[config.mk]
export PLATFORM = sky130hd
export DESIGN_NAME = score_fill_ctrl
export DESIGN_NICKNAME = d
export VERILOG_FILES = /design/src/rtl/score_fill_ctrl.sv
export SDC_FILE = /design/constraint.sdc
export NUM_CORES = 1
export LEC_CHECK = 0
export CORE_ASPECT_RATIO = 0.75
export CORE_MARGIN = 5
export CORE_UTILIZATION = 58
export DETAILED_ROUTE_END_ITERATION = 7
export GPL_ROUTABILITY_DRIVEN = 0
export PLACE_DENSITY = 0.85
export RECOVER_POWER = 50
export SYNTH_ARGS = -nofsm -noshare
export SYNTH_HDL_FRONTEND = slang
export SYNTH_SLANG_ARGS = --single-unit
export TNS_END_PERCENT = 30
[constraint.sdc]
create_clock -name clk -period 9.9 [get_ports clk]
set_input_delay 2.97 -clock clk [delete_from_list [all_inputs] [get_ports clk]]
set_output_delay 2.97 -clock clk [all_outputs]
set_load 0.1 [all_outputs]
[src/rtl/score_fill_ctrl.sv]
// Needleman-Wunsch fill sequencer: writes the gap border, then walks inner cells
// row-major, reading neighbours from the score RAM manager and writing max/dir back.
module score_fill_ctrl #(
    parameter int N        = 5,
    parameter int BitAddr  = $clog2(N + 1),
    parameter int MATCH    = 1,
    parameter int MISMATCH = -1,
    parameter int GAP      = -2
) (
    input  logic               clk,
    input  logic               rst,
    input  logic               start,
    input  logic [1:0]         a_char,
    input  logic [1:0]         b_char,
    output logic [BitAddr:0]   a_idx,
    output logic [BitAddr:0]   b_idx,
    output logic               en_init,
    output logic [BitAddr:0]   addr_init,
    output logic [8:0]         data_init,
    output logic               en_ins,
    output logic               we,
    output logic [BitAddr:0]   i,
    output logic [BitAddr:0]   j,
    output logic [8:0]         max,
    output logic [1:0]         dir,
    output logic               en_read,
    input  logic [8:0]         diag,
    input  logic [8:0]         up,
    input  logic [8:0]         left,
    input  logic               signal,
    output logic               change_index,
    output logic               busy,
    output logic               done
);
    localparam int IW = BitAddr + 1;
    localparam logic [IW-1:0] KMAX = IW'(N);
    localparam logic [IW-1:0] LAST = IW'(N - 1);

    typedef enum logic [2:0] {IDLE, INIT, READ, CALC, WRITE, NEXT, DONE} state_t;

    state_t        state_q, state_d;
    logic [IW-1:0] k_q, k_d, i_q, i_d, j_q, j_d;
    logic [8:0]    max_q, max_d, diag_q, diag_d, up_q, up_d, left_q, left_d;
    logic [1:0]    dir_q, dir_d;
    logic          sig_q, edge_det;
    logic signed [9:0] d_sum, u_sum, l_sum;
    logic signed [8:0] d_sat, u_sat, l_sat;

    function automatic logic signed [8:0] sat9(input logic signed [9:0] v);
        if (v > 10'sd255)       return 9'h0FF;
        else if (v < -10'sd256) return 9'h100;
        else                    return v[8:0];
    endfunction

    assign edge_det = signal ^ sig_q;

    // Sums are widened one bit so saturation can see overflow in either direction.
    always_comb begin
        d_sum = {diag_q[8], diag_q} + ((a_char == b_char) ? 10'(MATCH) : 10'(MISMATCH));
        u_sum = {up_q[8], up_q} + 10'(GAP);
        l_sum = {left_q[8], left_q} + 10'(GAP);
        d_sat = sat9(d_sum);
        u_sat = sat9(u_sum);
        l_sat = sat9(l_sum);
    end

    always_comb begin
        state_d = state_q;
        k_d     = k_q;
        i_d     = i_q;
        j_d     = j_q;
        max_d   = max_q;
        dir_d   = dir_q;
        diag_d  = diag_q;
        up_d    = up_q;
        left_d  = left_q;
        case (state_q)
            IDLE: if (start) begin
                k_d     = '0;
                i_d     = '0;
                j_d     = '0;
                state_d = INIT;
            end
            INIT: begin
                if (k_q == KMAX) state_d = READ;
                else             k_d = k_q + 1'b1;
            end
            READ: if (edge_det) begin
                diag_d  = diag;
                up_d    = up;
                left_d  = left;
                state_d = CALC;
            end
            CALC: begin
                // Ties resolve diag > up > left.
                if (d_sat >= u_sat && d_sat >= l_sat) begin
                    max_d = d_sat;
                    dir_d = 2'b00;
                end else if (u_sat >= l_sat) begin
                    max_d = u_sat;
                    dir_d = 2'b01;
                end else begin
                    max_d = l_sat;
                    dir_d = 2'b10;
                end
                state_d = WRITE;
            end
            WRITE: state_d = NEXT;
            NEXT: begin
                if (i_q == LAST && j_q == LAST) begin
                    state_d = DONE;
                end else begin
                    if (j_q == LAST) begin
                        j_d = '0;
                        i_d = i_q + 1'b1;
                    end else begin
                        j_d = j_q + 1'b1;
                    end
                    state_d = READ;
                end
            end
            DONE:    state_d = IDLE;
            default: state_d = IDLE;
        endcase
    end

    always_ff @(posedge clk or negedge rst) begin
        if (!rst) begin
            state_q <= IDLE;
            k_q     <= '0;
            i_q     <= '0;
            j_q     <= '0;
            max_q   <= '0;
            dir_q   <= '0;
            diag_q  <= '0;
            up_q    <= '0;
            left_q  <= '0;
            sig_q   <= 1'b0;
        end else begin
            state_q <= state_d;
            k_q     <= k_d;
            i_q     <= i_d;
            j_q     <= j_d;
            max_q   <= max_d;
            dir_q   <= dir_d;
            diag_q  <= diag_d;
            up_q    <= up_d;
            left_q  <= left_d;
            sig_q   <= signal;
        end
    end

    assign en_init      = (state_q == INIT);
    assign addr_init    = en_init ? k_q : '0;
    assign data_init    = en_init ? 9'(int'(k_q) * GAP) : '0;
    assign en_ins       = (state_q == WRITE);
    assign we           = en_init | en_ins;
    assign en_read      = (state_q == READ);
    assign change_index = (state_q == NEXT);
    assign done         = (state_q == DONE);
    assign busy         = (state_q != IDLE) && (state_q != DONE);
    assign i            = i_q;
    assign j            = j_q;
    assign a_idx        = i_q;
    assign b_idx        = j_q;
    assign max          = max_q;
    assign dir          = dir_q;

endmodule

==> results of run 1 <==
-- worst paths after layout --
kind | from | to | slack [ns] | depth (start not counted)
setup / recovery | b_char[1] | max[4] | 2.59 | 16
min in group asynchronous | rst | diag_q[3] | 3.65 | 2
hold / removal | dir[0] | dir[0] | 0.50 | 2
setup reg to reg | left_q[3] | max[4] | 5.66 | 12
max in group asynchronous | rst | max[6] | 4.59 | 2
hold reg to reg | dir[0] | dir[0] | 0.50 | 2
-- layer usage --
layer  global-route usage  vias up
li1                     -     1939
met3               0.0412       22
met4               0.0663        0
met5                    0        -
met2                0.366      201
met1                0.314     1879
-- Yosys cell counts, drive strengths merged (6+ instances only) --
cell type  instances
buf               15
inv               35
nand2             36
clkbuf            18
nor3              12
o21ai             29
and2               6
dfrtp             54
nand2b            10
a21oi             28
a211oi             7
and3               7
nor2b              7
xor2               9
mux2              27
nor2              41
nand4              6
xnor2              6
mux2i              7
ha                46
nand3              9
-- cell type report --
type	count	area (um2)	area share
Timing Repair Buffer	82	807	0.151
Inverter	35	131	0.0245
Clock buffer	5	68.8	0.0128
Clock inverter	3	28.8	0.00537
Sequential cell	54	1350	0.252
Multi-Input combinational cell	385	2850	0.531
Tap cell	101	126	0.0236
-- worst max-delay path, delay by kind of cell --
kind | cells | cell delay, ns
fa+ha+maj | 2 | 0.85
buf+inv | 1 | 0.47
xor+xnor | 1 | 0.11
simple gates | 7 | 1.79
compound gates | 5 | 1.32
-- sequential cells by signal (all words and copies together), names as in the netlist --
register and cells:
diag_q 9, left_q 9, max 9, up_q 9, a_idx 4, b_idx 4
k_q 4, state_q 3, dir 2, sig_q 1
-- metrics by stage --
| step | hold slack, ns | utilization | setup slack [ns] | instances | instance area [um2] |
|---|---|---|---|---|---|
| after global placement | 0.479 | 0.706 | 2.61 | 657 | 5270 |
| after floorplan | 0.471 | - | 3.32 | 507 | 4520 |
| after detailed placement | 0.485 | 0.706 | 2.41 | 657 | 5270 |
| final | 0.504 | 0.718 | 2.59 | 665 | 5360 |
| after CTS | 0.512 | 0.719 | 2.74 | 665 | 5370 |
| after global routing | 0.545 | 0.718 | 2.18 | 665 | 5360 |
-- logic make-up after synthesis --
logic type                 Yosys count  share of synthesized area
buffers and inverters               68                     0.0700
AOI/OAI and AO/OA                  128                      0.202
other                                1                   0.000830
adders and majority gates           47                      0.132
and+or+nand+nor                    160                      0.184
xor gates and xnor gates            15                     0.0291
muxes                               34                     0.0828
DFF                                 54                      0.299
==> results.md, run 1 <==
* Most used flip-flop cell after synthesis: dfrtp_1
* Layout cells sized above 1 at 0.0621
* Initial antenna violation count at 0
* M1 WL at about 4900 um
* Root Driver: clkbuf_8
* CP max FO at 10
* CP endpoint kind: flop
* Clk slew on worst S/H paths at roughly 0.12 ns
* Syn Inst Count at between 500 and 600
* CP max-delay cell: nor2_1
* Die Ht at a little under 90 um
* Commonest cells after routing, fill and taps aside: clkdlybuf4s50_1 (77), dfrtp_1 (54), ha_1 (46)
* CP peak stage delay at about 0.55 ns
* Worst-margin pin slew at ~2.9 ns
* Post-synth ARST share at 1.00
* RSZ-0062 raised after global routing: no
* DR top layer: met4
* Post-DR vias/cell at 6.08
* Routed wire per std cell at 16.5 um
* CP most frequent cell: nor2_1
* Register area share after synthesis at 0.299
* CTS tree: built
* Row Count at 27
* H-tree Lvls at 2
* Synth unique cells at 76
* Min-delay worst type: flop to flop
* Sum of negative setup slack at 0 ns
* Final setup vio count at 0
* Pin count of the biggest net entering global routing at 55
* Post-synth top area share at 0.299
* Worst-case clock buffer depth at 2
* Grt total ovfl at 0
* Post-route clock period utilization at 0.739
* Syn avg cell area at between 8 and 9 um2
* Post-synthesis cell area at 4520 um2
* Initial DRT Pass Iterations at 5
* HPWL Detailed at between 8000 and 9000 um
* Via count at 4,041
* Critical path data arrival time at roughly 7.5 ns
* Number of port buffers at 80
* Mapped Nets at around 590
* Setup Skew at ~0.010 ns
* Hold_buf cts at 0
* Vias in the first global route at 3,836
* Met3 Routed Length at slightly below 1000 um
* Final #Nets at approximately 650
* Routed wl met2 at around 4900 um
* #FFs+latches synth at 54
* Yosys Warn Count at 0
* Nature of the critical path startpoint: input pin
* First-pass GRT wire length at about 18,000 um
* Final Slew Violations at 55
* Total CTS buffers at 5
* Core area at roughly 7500 um2
* Post-CTS Resized at 0
* Post-CTS Setup Bufs at 0
* Cells taking the most area after synthesis: dfrtp_1 (30%), ha_1 (13%), mux2_1 (4.0%)
* Max-Cap Viols at 1
* Worst EP required at 10.12 ns
* Clock sink count at between 50 and 60
* I/O pin count at between 80 and 90
* Final Hold Viols at 0
* Die X-Extent at ~110 um
* Routed WL at between 10,000 and 15,000 um
* Residual DRC at 0
* Failing checks: max-capacitance violations, max-slew violations
* Critical Path, Cell by Cell: clkdlybuf4s50_1 -> xnor2_1 -> nand2_1 -> ha_1 -> a211oi_1 -> nor2_1 -> nor4_1 -> a41o_1 -> o21ai_1 -> ha_1 -> nand3_1 -> nor3_1 -> a22oi_1 -> nor2_1 -> nor2_1 -> a221o_1
* Cell taking the most area after synthesis: dfrtp_1
* Synthesis-to-layout area growth at 18.6%
* Status: finished, violations left
* EDFF count, synth at 0
* ANT cells at 0
* Crit path time final at 7.31 ns
* Slew headroom at -0.927
* Die area at 9680 um2
* Final antenna-violating net count at 0
* Initial Util at 0.605
* Fill cell count at around 600
* Commonest non-fill, non-tap cell in the layout: clkdlybuf4s50_1
* Later-pin clock latency in the skew report at approximately 0.33 ns
* Crit Path Category: input pin to flop
* F_max at between 100 and 150 MHz
* DR iter-0 viols at 325
* GRT Util Overall at 0.227
Power of run 1 is left out: the tool's default activity adds up to more than one toggle a clock period on the data nets, which glitch-free logic cannot reach.
==> run 2: changes to the inputs <==
--- a/config.mk
+++ b/config.mk
@@ -7,10 +7,10 @@
 export LEC_CHECK = 0
 export CORE_ASPECT_RATIO = 0.75
 export CORE_MARGIN = 5
-export CORE_UTILIZATION = 58
+export CORE_UTILIZATION = 54
 export DETAILED_ROUTE_END_ITERATION = 7
 export GPL_ROUTABILITY_DRIVEN = 0
-export PLACE_DENSITY = 0.85
+export PLACE_DENSITY = 0.8
 export RECOVER_POWER = 50
 export SYNTH_ARGS = -nofsm -noshare
 export SYNTH_HDL_FRONTEND = slang
==> constraint.sdc (replaced) <==
create_clock -name clk -period 7.2 [get_ports clk]
set_input_delay 2.16 -clock clk [delete_from_list [all_inputs] [get_ports clk]]
set_output_delay 2.16 -clock clk [all_outputs]
set_load 0.1 [all_outputs]
==> run 2 against run 1 <==
  * The flow still finishes with violations (max-capacitance violations, max-slew violations)
  * First-iteration DRC count grew 7.7%
  * Die area grew 6.6%
  * Final cell count up 0.60%
  * Worst setup slack got worse by 1.8 ns
  * Critical endpoint unchanged
  * Largest cell class unchanged
  * Highest routed layer unchanged
==> results.md, run 2 (synthesis results as in run 1) <==
* Status: finished, violations left (unchanged)
* Failing checks: max-capacitance violations, max-slew violations (unchanged)
* Commonest non-fill, non-tap cell in the layout: clkdlybuf4s50_1 (unchanged)
* Total CTS buffers at 5 (unchanged)
* CP max-delay cell: nor2_1 (unchanged)
* WHS Endpoint: dir[0] (unchanged)
* RSZ-0062 raised after global routing: no (unchanged)
* Grt total ovfl at 0 (unchanged)
* Critical path data arrival time at 6.66 ns (was 7.54 ns)
* Commonest cells after routing, fill and taps aside: clkdlybuf4s50_1 (77), dfrtp_1 (54), ha_1 (46) (unchanged)
* Synthesis-to-layout area growth at 18.6% (about the same)
* HPWL Detailed at 8440 um (was 8370 um)
* Via count at 3,993 (was 4,041)
* Core area at 8020 um2 (was 7470 um2)
* Worst-margin pin slew at 2.94 ns (was 2.89 ns)
* Min-delay worst type: flop to flop (unchanged)
* CP peak stage delay at 0.49 ns (was 0.55 ns)
* Routed WL at 10,900 um (was 11,000 um)
* Hold Startpoint: dir[0] (unchanged)
* F_max at ~160 MHz
* Final Slew Violations at 55 (unchanged)
* Final setup vio count at 0 (unchanged)
* Number of port buffers at 80 (unchanged)
* Slew headroom at -0.961 (was -0.927)
* CP max FO at 10 (unchanged)
* First-pass GRT wire length at 18,000 um (was 18,400 um)
* Nature of the critical path startpoint: input pin (unchanged)
* Post-DR vias/cell at 5.97 (was 6.08)
* Fill cell count at 698 (was 588)
* Die Ht at 89.2 um (was 86.4 um)
* Initial antenna violation count at 0 (unchanged)
* Hold path cells at 2 (unchanged)
* Setup Skew at 0.0109 ns (was 0.0105 ns)
* Post-route clock period utilization at 0.894
* RR Startpoint: diag_q[0] (was left_q[3])
* CTS tree: built (unchanged)
* Pin count of the biggest net entering global routing at 55 (unchanged)
* Max-Cap Viols at 1 (unchanged)
* Post-CTS Resized at 0 (unchanged)
* I/O pin count at 82 (unchanged)
* Hold_buf cts at 0 (unchanged)
* Crit path time final at 6.44 ns
* Critical Path, Cell by Cell: clkdlybuf4s50_1 -> xnor2_1 -> nand2_1 -> ha_1 -> a211oi_1 -> nor2_1 -> nor4_1 -> a41o_1 -> o21ai_1 -> ha_1 -> nand3_1 -> nor3_1 -> a22oi_1 -> nor2_1 -> nor2_1 -> a221o_1 (unchanged)
* ANT cells at 0 (unchanged)
* Post-CTS Setup Bufs at 0 (unchanged)
* R2r setup slk at 3.03 ns (was 5.66 ns)
* Final Hold Viols at 0 (unchanged)
* CP endpoint kind: flop (unchanged)
* Clock sink count at 54 (unchanged)
* CP most frequent cell: nor2_1 (unchanged)
* Residual DRC at 0 (unchanged)
* R2R cell count at 15 (was 12)
* Later-pin clock latency in the skew report at 0.33 ns (about the same)
* Initial DRT Pass Iterations at 5 (unchanged)
* Die area at 10,300 um2 (was 9680 um2)
* Routed wire per std cell at 16.3 um (was 16.5 um)
* Cell Count, Final, Fillers Out at 669 (was 665)
* Die X-Extent at 116 um (was 112 um)
* Vias in the first global route at 3,706 (was 3,836)
* GRT Util Overall at 0.217 (was 0.227)
* Worst EP required at 7.42 ns (was 10.12 ns)
* Sum of negative setup slack at 0 ns (unchanged)
* Layout cells sized above 1 at 0.0621 (unchanged)
* Dpl cells at 661 (was 657)
* Final antenna-violating net count at 0 (unchanged)
* Worst-case clock buffer depth at 2 (unchanged)
* Reg-to-reg endpoint: max[6] (was max[4])
* H-tree Lvls at 2 (unchanged)
* Root Driver: clkbuf_8 (unchanged)
* DR iter-0 viols at 350 (was 325)
* Final #Nets at 645 (unchanged)
* Row Count at 28 (was 27)
* Crit Path Category: input pin to flop (unchanged)
* Clk slew on worst S/H paths at 0.12 ns (about the same)
* Initial Util at 0.563 (was 0.605)
run 2: area by class of cell:
cell class                 instances  area, um2  area share
clock buffer                       5       68.8      0.0128
clock inverter                     3       26.3     0.00490
inverter                          35        131      0.0245
multi-input combinational        385       2850       0.531
sequential                        54       1350       0.252
tap                              105        131      0.0245
timing repair buffer              82        807       0.151
run 2: how the worst max path moves through the flow:
stage                         to  startpoint  slack, ns  depth (start not counted)
after global routing      max[4]   a_char[1]       0.50                         16
final                     max[4]   a_char[1]       0.76                         16
after CTS                 max[7]   a_char[1]       0.85                         17
after detailed placement  max[0]   a_char[1]       0.49                         16
after floorplan           max[6]   a_char[0]       1.43                         18
after global placement    max[6]   a_char[0]       0.71                         17
run 2: routing by layer:
layer  routed length (um)  part of all wire  track usage
met1                 5200              0.48        0.317
met4                  165             0.015       0.0516
met5                    0                 0            0
met3                  770             0.070       0.0325
met2                 4790              0.44        0.341
run 2: metrics by stage:
stage / util / worst slack (ns) / hold WS, ns / instance area [um2]
final: 0.668 / 0.762 / 0.502 / 5360
after global routing: 0.668 / 0.496 / 0.532 / 5360
after CTS: 0.670 / 0.846 / 0.511 / 5370
after detailed placement: 0.658 / 0.490 / 0.484 / 5280
after global placement: 0.658 / 0.706 / 0.477 / 5280
after floorplan: - / 1.43 / 0.471 / 4520
run 2: critical path, delay by kind of cell:
family | cells | cell delay [ns]
AND/OR/NAND/NOR | 7 | 1.77
AO/OA/AOI/OAI | 5 | 1.30
adder cells (fa/ha/maj) | 2 | 0.84
buffers and inverters | 1 | 0.47
XOR/XNOR | 1 | 0.11
Power of run 2 is left out for the same reason.
